--- src/rtl/alu_seq_mul_pkg.sv ---
// Shared definitions for the sequential shift-add multiplier.
// State encoding is fixed so that 2'b11 is the only illegal code.
package alu_seq_mul_pkg;

    localparam int WORD_SIZE_DEF = 32;

    typedef enum logic [1:0] {
        ST_IDLE = 2'b00,
        ST_RUN  = 2'b01,
        ST_DONE = 2'b10
    } state_t;

endpackage

--- src/rtl/alu_mul_datapath.sv ---
// Shift-add datapath: multiplicand, {carry, acc_hi, acc_lo} accumulator and adder.
// One iteration per i_step edge; o_nxt_* is the accumulator after the current iteration.
module alu_mul_datapath #(
    parameter int word_size = 32
) (
    input  logic                 clk,
    input  logic                 rst_n,
    input  logic                 i_load,
    input  logic                 i_step,
    input  logic [word_size-1:0] i_a,
    input  logic [word_size-1:0] i_b,
    output logic [word_size-1:0] o_nxt_hi,
    output logic [word_size-1:0] o_nxt_lo
);

    logic [word_size-1:0] r_mcand;
    logic [word_size-1:0] r_acc_hi;
    logic [word_size-1:0] r_acc_lo;
    logic                 r_carry;
    logic [word_size:0]   w_sum;

    always_comb begin
        w_sum = {r_carry, r_acc_hi};
        if (r_acc_lo[0]) begin
            w_sum = {1'b0, r_acc_hi} + {1'b0, r_mcand};
        end
    end

    // Right shift of {carry, acc_hi, acc_lo}: the carry lands in the MSB of acc_hi.
    assign o_nxt_hi = w_sum[word_size:1];
    assign o_nxt_lo = {w_sum[0], r_acc_lo[word_size-1:1]};

    always_ff @(posedge clk or negedge rst_n) begin
        if (!rst_n) begin
            r_mcand  <= '0;
            r_acc_hi <= '0;
            r_acc_lo <= '0;
            r_carry  <= 1'b0;
        end else if (i_load) begin
            r_mcand  <= i_a;
            r_acc_lo <= i_b;
            r_acc_hi <= '0;
            r_carry  <= 1'b0;
        end else if (i_step) begin
            r_acc_hi <= o_nxt_hi;
            r_acc_lo <= o_nxt_lo;
            r_carry  <= 1'b0;
        end
    end

endmodule

--- src/rtl/alu_seq_mul.sv ---
// Unsigned word_size x word_size sequential multiplier, full 2*word_size product.
// done pulses word_size edges after start is accepted; start is ignored while busy.
module alu_seq_mul
    import alu_seq_mul_pkg::*;
#(
    parameter int word_size = WORD_SIZE_DEF
) (
    input  logic                 clk,
    input  logic                 rst_n,
    input  logic                 start,
    input  logic [word_size-1:0] A,
    input  logic [word_size-1:0] B,
    output logic [word_size-1:0] P_lo,
    output logic [word_size-1:0] P_hi,
    output logic                 busy,
    output logic                 done
);

    localparam int CNT_W = (word_size > 1) ? $clog2(word_size) : 1;
    localparam logic [CNT_W-1:0] CNT_LAST = CNT_W'(word_size - 1);

    state_t               r_state;
    logic [CNT_W-1:0]     r_cnt;
    logic [word_size-1:0] r_p_hi;
    logic [word_size-1:0] r_p_lo;
    logic                 r_busy;
    logic                 r_done;

    logic                 w_accept;
    logic                 w_step;
    logic [word_size-1:0] w_nxt_hi;
    logic [word_size-1:0] w_nxt_lo;

    assign w_accept = start && ((r_state == ST_IDLE) || (r_state == ST_DONE));
    assign w_step   = (r_state == ST_RUN);

    alu_mul_datapath #(
        .word_size (word_size)
    ) u_datapath (
        .clk      (clk),
        .rst_n    (rst_n),
        .i_load   (w_accept),
        .i_step   (w_step),
        .i_a      (A),
        .i_b      (B),
        .o_nxt_hi (w_nxt_hi),
        .o_nxt_lo (w_nxt_lo)
    );

    always_ff @(posedge clk or negedge rst_n) begin
        if (!rst_n) begin
            r_state <= ST_IDLE;
            r_cnt   <= '0;
            r_p_hi  <= '0;
            r_p_lo  <= '0;
            r_busy  <= 1'b0;
            r_done  <= 1'b0;
        end else begin
            case (r_state)
                ST_IDLE, ST_DONE: begin
                    r_done <= 1'b0;
                    r_cnt  <= '0;
                    if (start) begin
                        r_state <= ST_RUN;
                        r_busy  <= 1'b1;
                    end else begin
                        r_state <= ST_IDLE;
                        r_busy  <= 1'b0;
                    end
                end
                ST_RUN: begin
                    // The last iteration's result goes straight into P from the adder.
                    if (r_cnt == CNT_LAST) begin
                        r_p_hi  <= w_nxt_hi;
                        r_p_lo  <= w_nxt_lo;
                        r_state <= ST_DONE;
                        r_busy  <= 1'b0;
                        r_done  <= 1'b1;
                        r_cnt   <= '0;
                    end else begin
                        r_cnt <= r_cnt + 1'b1;
                    end
                end
                default: begin
                    r_state <= ST_IDLE;
                    r_busy  <= 1'b0;
                    r_done  <= 1'b0;
                    r_cnt   <= '0;
                end
            endcase
        end
    end

    assign P_hi = r_p_hi;
    assign P_lo = r_p_lo;
    assign busy = r_busy;
    assign done = r_done;

endmodule
--- config.mk ---
export PLATFORM = sky130hd
export DESIGN_NAME = alu_seq_mul
export DESIGN_NICKNAME = d
export VERILOG_FILES = /design/src/rtl/alu_seq_mul_pkg.sv /design/src/rtl/alu_mul_datapath.sv /design/src/rtl/alu_seq_mul.sv
export SDC_FILE = /design/constraint.sdc
export NUM_CORES = 1
export LEC_CHECK = 0
export CAP_MARGIN = 20
export CORE_MARGIN = 5
export CORE_UTILIZATION = 40
export CTS_BUF_LIST = sky130_fd_sc_hd__clkbuf_16
export DETAILED_ROUTE_END_ITERATION = 8
export PLACE_DENSITY = 0.67
export SLEW_MARGIN = 20
export SYNTH_ARGS = -nofsm -noshare
export SYNTH_HDL_FRONTEND = slang
export SYNTH_SLANG_ARGS = --single-unit
--- constraint.sdc ---
create_clock -name clk -period 4.6 [get_ports clk]
set_input_delay 0.92 -clock clk [delete_from_list [all_inputs] [get_ports clk]]
set_output_delay 0.92 -clock clk [all_outputs]
set_load 0.01 [all_outputs]
==> results of run 1 <==
==> where the power goes <==
group,switching [uW],leakage (uW),internal (uW)
registers,479,0.00200,2150
logic,2050,0.00259,1740
clock network,669,0.000287,771
total,3200,0.00488,4660
==> worst paths after layout <==
path | startpoint | end | slack (ns) | cells past startpoint
worst max-delay path | u_datapath.r_acc_hi[0]$_DFFE_PN0P_ | u_datapath.r_acc_hi[31]$_DFFE_PN0P_ | 1.03 | 11
worst min-delay path | r_cnt[0]$_DFF_PN0_ | r_cnt[0]$_DFF_PN0_ | 0.48 | 1
worst max register to register | u_datapath.r_acc_hi[0]$_DFFE_PN0P_ | u_datapath.r_acc_hi[31]$_DFFE_PN0P_ | 1.03 | 11
worst min register to register | r_cnt[0]$_DFF_PN0_ | r_cnt[0]$_DFF_PN0_ | 0.48 | 1
max in group asynchronous | rst_n | u_datapath.r_mcand[7]$_DFFE_PN0P_ | 3.03 | 2
min in group asynchronous | rst_n | P_lo[6]$_DFFE_PN0P_ | 0.58 | 1
==> critical path, cell delays in order, from the launching register on <==
cell	delay (ns)
dfrtp_1	0.40
ha_1	0.23
fa_1	0.43
a211oi_1	0.24
o21ai_0	0.23
o21ai_0	0.26
a21oi_1	0.15
a221o_1	0.41
a311o_1	0.45
a221o_1	0.34
a21oi_1	0.19
o21ai_0	0.12
==> cells by family after synthesis <==
group           after synthesis
xor+xnor                     27
flops                       167
compound gates              206
fa+ha+maj                    35
buf+inv                      60
mux                          22
simple gates                424
==> stage by stage <==
| step | std cells | setup WS [ns] | instance area (sq um) | utilization |
|---|---|---|---|---|
| after detailed placement | 1298 | 1.09 | 9860 | 0.484 |
| after floorplan | 941 | 1.50 | 8310 | - |
| final | 1330 | 1.03 | 10500 | 0.513 |
| after CTS | 1330 | 1.03 | 10500 | 0.513 |
| after global routing | 1330 | 0.836 | 10500 | 0.513 |
| after global placement | 1298 | 1.19 | 9860 | 0.484 |
==> synthesized netlist by cell type, types with 10 or more instances <==
library cell,n
a21o_1,15
a21oi_1,39
a22oi_1,16
a31oi_1,25
clkbuf_1,46
dfrtp_1,167
ha_1,34
mux2i_1,22
nand2_1,329
nand3_1,14
nor2_1,35
o21ai_0,72
xnor2_1,17
xor2_1,10
==> area by class of cell <==
cell class              instances  area (sq um)  area share
inverters                       8          30.0     0.00287
multi-input cells             714          3940       0.377
clock inverters                15           163      0.0156
well taps                     270           338      0.0323
clock buffers                  17           425      0.0407
repair buffers                139          1380       0.132
flip-flops and latches        167          4180       0.400
==> flip-flops by register name (all words and copies together), names as in the netlist <==
name                 flops
done                     1
P_hi                    32
u_datapath.r_acc_hi     32
r_cnt                    5
r_state                  1
u_datapath.r_mcand      32
u_datapath.r_acc_lo     32
P_lo                    32
==> layer usage <==
| layer | up-vias | share of wire | GRT usage |
|---|---|---|---|
| li1 | 3415 | - | - |
| met1 | 3321 | 0.48 | 0.261 |
| met2 | 167 | 0.46 | 0.298 |
| met3 | 14 | 0.052 | 0.0427 |
| met4 | 2 | 0.010 | 0.0463 |
| met5 | - | 0.00060 | 0 |
==> impl_results.md, run 1 <==
* Status: finished, final reports clean
* Largest family of logic cells by synthesized area: simple AND/OR/NAND/NOR gates
* Worst-Margin Slew at 1.09 ns
* DR iter-0 viols at 521
* Clock H-tree levels at 4
* CP endpoint kind: flip-flop
* DRT Pass-1 Iters at 5
* Share of cells above drive strength 1 at 0.0491
* Hold slack final at 0.475 ns
* Post-Syn Instances at 941
* Leakage power at 0.00488 uW
* Pwr Total at 7860 uW
* Placeable Area at 0.0204 sq mm
* Synth area leader: dfrtp_1
* Adder-Cell Fraction of Synth Area at 0.0536
* RSZ-0062 raised after global routing: false
* Vias in the first global route at 7145
* Hold Path Class: flip-flop to flip-flop
* Die height at 154 microns
* Synth unique cells at 49
* Most frequent cells in the layout: 328 x nand2_1, 166 x dfrtp_1, 131 x clkdlybuf4s50_1, 72 x o21ai_0, 39 x a21oi_1
* Clock Skew at 0.0105 ns
* Dominant cells by area after synthesis: dfrtp_1 50%, nand2_1 15%, ha_1 5.1%
* Global Route Usage Sum at 0.187
* Syn_nets at 1043
* I/O pin count at 133
* Crit-path max FO at 5
* Initial antenna violation count at 1
* Antenna Cells at 0
* Max VDD drop at 0.293 mV
* Post-synth ARST share at 1.00
* Via count at 6919
* TritonCTS Buffers at 17
* Worst-Skew Late Latency at 0.42 ns
* Netlist Area Pre-Place at 0.00831 sq mm
* Setup-failing EPs final at 0
* Port bufs at 132
* Clock-pin slew on the worst setup and hold paths at 0.07 ns
* HPWL Detailed at 14200 microns
* Gpl congestion at 0.891
* Clk sinks at 167
* Max Fclk at 0.280 GHz
* TNS Setup at 0 ns
* Pwr Density at 752 mW/mm^2
* Req. time, crit path at 4.90 ns
* Synthesis-to-layout area growth at 25.8%
* Final wirelength at 21700 microns
* Mux contribution to synthesized area at 0.0265
* TritonCTS clock tree: yes
* Largest net degree at the start of global routing at 108
* Layout fillers at 1948
* Starting Density at 0.408
* Final hold vios at 0
* CTS root buf: clkbuf_16
* First-pass GRT wire length at 36700 microns
* Residual DRC at 0
* Post-cts sizing count at 0
* Hold buffer count at cts at 0
* Compound-Gate Fraction of Synth Area at 0.153
* Row count at 52
* Setup Crit Path Kind: flip-flop to flip-flop
* Setup Fix Bufs, Post-CTS at 0
* Synth Area per Inst at 8.83 sq um
* Die W at 154 microns
* Slew Viols, Final at 0
* Drt via density at 5.20
* Final period util at 0.776
* Worst rel slew slack at 0.272
* Post-synth EDFFs at 0
* Synth Warn # at 0
* Xor-xnor portion of the synthesized cell area at 0.0285
* Post-DR wirelength/cell at 16.3 microns
* Nets at 1149
* ANT nets after route at 0
* Total die area at 0.0238 sq mm
* Yosys reg bits at 167
* Startpoint type of the worst setup path: flip-flop
* Critical Path AT at 3.86 ns
* Simple-gate share of the synthesized area at 0.208
* Min cycle time layout at 3.57 ns
* Commonest non-fill, non-tap cell in the layout: nand2_1
* Post-synth top area share at 0.503
* Max_cap viols at 0
* Overflow after GRT at 0
* Seq/Total Area, Yosys at 0.503
* Bufs on Longest Clock Path at 2
* Primary FF master, synth: dfrtp_1
No activity file was read; power rests on OpenSTA's default activity.
==> run 2, diff against run 1 <==
==> constraint.sdc (replaced) <==
create_clock -name clk -period 3.35 [get_ports clk]
set_input_delay 0.67 -clock clk [delete_from_list [all_inputs] [get_ports clk]]
set_output_delay 0.67 -clock clk [all_outputs]
set_load 0.01 [all_outputs]
==> run 2 against run 1 <==
Compared with the run above: clock power is 46% higher; combinational power is 39% higher; sequential share of layout area is 0.64 points lower; register-to-register slack worse by 0.85 ns; fmax is 13% higher; global-route usage is 0.21 points lower; utilization is 0.83 points higher; die area stayed put; sequential power is 40% higher.
==> impl_results.md, run 2 (synthesis gave the netlist of run 1 again) <==
* Max Fclk at 0.315 GHz (+13%)
* DR iter-0 viols at 385 (-26%)
* Crit-path max FO at 4 (-1)
* Fin worst setup slack at 0.180 ns (-0.852 ns)
* Place WS at 0.0191 ns (-1.07 ns)
* Final hold vios at 0 (unchanged)
* Setup-failing EPs final at 0 (unchanged)
* Post-DR wirelength/cell at 16.1 microns (-1.1%)
* Die height at 154 microns (unchanged)
* Initial antenna violation count at 0 (-1)
* Hold slack final at 0.212 ns (-0.263 ns)
* Synthesis-to-layout area growth at 27.8%
* Worst rel slew slack at 0.392 (+0.120)
* TritonCTS Buffers at 17 (unchanged)
* Layout fillers at 1857 (-4.7%)
* Req. time, crit path at 3.68 ns (-1.22 ns)
* TNS Setup at 0 ns (unchanged)
* Total die area at 0.0238 sq mm (unchanged)
* Most frequent cells in the layout: 328 x nand2_1, 166 x dfrtp_1, 131 x clkdlybuf4s50_1, 70 x o21ai_0, 38 x a21oi_1
* Worst-Margin Slew at 0.912 ns (-0.178 ns)
* RSZ-0062 raised after global routing: false
* Setup Crit Path Kind: flip-flop to flip-flop
* Overflow after GRT at 0 (unchanged)
* Max_cap viols at 0 (unchanged)
* Placeable Area at 0.0204 sq mm (unchanged)
* I/O pin count at 133 (unchanged)
* Die W at 154 microns (unchanged)
* Min cycle time layout at 3.17 ns (-0.398 ns)
* Multi-input gate area at 0.00397 sq mm (+0.70%)
* Placed instance area at 0.00996 sq mm (+0.96%)
* CP max stage delay at 0.41 ns (-0.04 ns)
* Drt via density at 5.16 (-0.90%)
* First-pass GRT wire length at 36300 microns (-1.1%)
* Post-layout util at 0.522 (+0.00829)
* Gpl congestion at 0.908 (+2.0%)
* CP max stage cell: a311o_1
* Status: finished, final reports clean
* Slew Viols, Final at 0 (unchanged)
* Hold Path Class: primary input to async pin
* Post-cts sizing count at 0 (unchanged)
* Hold buffer count at cts at 0 (unchanged)
* DRT Pass-1 Iters at 4 (-1)
* Residual DRC at 0 (unchanged)
* Final wirelength at 21600 microns (-0.38%)
* Largest net degree at the start of global routing at 93 (-14%)
* Final period util at 0.946 (+0.171)
* Clock-pin slew on the worst setup and hold paths at 0.07 ns (about the same)
* Critical Path AT at 3.50 ns (-0.36 ns)
* Pwr Density at 1040 mW/mm^2 (+38%)
* Antenna Cells at 0 (unchanged)
* Worst-Skew Late Latency at 0.43 ns (about the same)
* Commonest non-fill, non-tap cell in the layout: nand2_1
* Leakage power at 0.00496 uW (+1.6%)
* ANT nets after route at 0 (unchanged)
* Clock Skew at 0.0106 ns (+0.000134 ns)
* Clock H-tree levels at 4 (unchanged)
* GR Layer Usage met1 at 0.262 (+0.000265)
* Share of cells above drive strength 1 at 0.0617 (+0.0126)
* Bufs on Longest Clock Path at 2 (unchanged)
* Finished Cell Area at 0.0106 sq mm (+1.6%)
* CTS root buf: clkbuf_16
* Max VDD drop at 0.407 mV (+39%)
* Port bufs at 132 (unchanged)
* Via count at 6908 (-0.16%)
* Startpoint type of the worst setup path: flip-flop
* CP endpoint kind: flip-flop
* HPWL Detailed at 14800 microns (+4.2%)
* Clk sinks at 167 (unchanged)
* CP Cell Sequence: ha_1 -> and2_4 -> a221oi_4 -> a21oi_1 -> o41a_1 -> a311o_1 -> a211oi_4 -> o41ai_2 -> xnor2_1 -> a311oi_1
* Setup Fix Bufs, Post-CTS at 0 (unchanged)
* TritonCTS clock tree: yes
* Starting Density at 0.408 (unchanged)
* Nets at 1159 (+0.87%)
* Global Route Usage Sum at 0.185 (-0.00211)
* GR Layer Usage met3 at 0.0393 (-0.00337)
* Vias in the first global route at 7155 (+0.14%)
* Grt met2 use at 0.290 (-0.00728)
* GR peak layer: met2
* Row count at 52 (unchanged)
* Register area at 0.00418 sq mm (unchanged)
run 2: routing by layer:
layer / wire (microns) / vias to the layer above
met1: 10600 / 3318
met4: 357 / 0
met5: 0 / -
li1: - / 3428
met3: 858 / 28
met2: 9790 / 134
run 2: power by group:
group          switching (uW)  total (uW)  internal [uW]
sequential                719        3670           2950
clock                     893        2100           1210
combinational            2790        5260           2470
total                    4410       11000           6630
run 2: critical path: cells and delay by family (launching register included):
family                     cells  cell delay, ns
and+or+nand+nor                1            0.19
adders and majority gates      1            0.39
AOI/OAI and AO/OA              7            1.94
DFF                            1            0.40
xor gates and xnor gates       1            0.16
run 2: per-stage QoR:
| step | cells | total power [uW] |
|---|---|---|
| global placement | 1308 | 8780 |
| floorplan | 941 | 6950 |
| detailed placement | 1308 | 8890 |
| finish | 1340 | 11000 |
| CTS | 1340 | 11100 |
| global route | 1340 | 12000 |
run 2: worst paths after layout:
| path | endpoint | from | cells past startpoint | slack (ns) |
|---|---|---|---|---|
| min in group clk | P_lo[16]$_DFFE_PN0P_ | P_lo[16]$_DFFE_PN0P_ | 2 | 0.48 |
| min reg2reg | P_lo[16]$_DFFE_PN0P_ | P_lo[16]$_DFFE_PN0P_ | 2 | 0.48 |
| max | P_hi[30]$_DFFE_PN0P_ | u_datapath.r_acc_hi[4]$_DFFE_PN0P_ | 10 | 0.18 |
| max reg2reg | P_hi[30]$_DFFE_PN0P_ | u_datapath.r_acc_hi[4]$_DFFE_PN0P_ | 10 | 0.18 |
| min | P_lo[5]$_DFFE_PN0P_ | rst_n | 1 | 0.21 |
| max in group asynchronous | u_datapath.r_acc_lo[27]$_DFFE_PN0P_ | rst_n | 2 | 2.29 |
run 2: cell type report:
| class | instances | area share |
|---|---|---|
| Tap cell | 270 | 0.0318 |
| Clock inverter | 15 | 0.0194 |
| Clock buffer | 17 | 0.0401 |
| Inverter | 8 | 0.00283 |
| Multi-Input combinational cell | 714 | 0.373 |
| Timing Repair Buffer | 149 | 0.139 |
| Sequential cell | 167 | 0.394 |
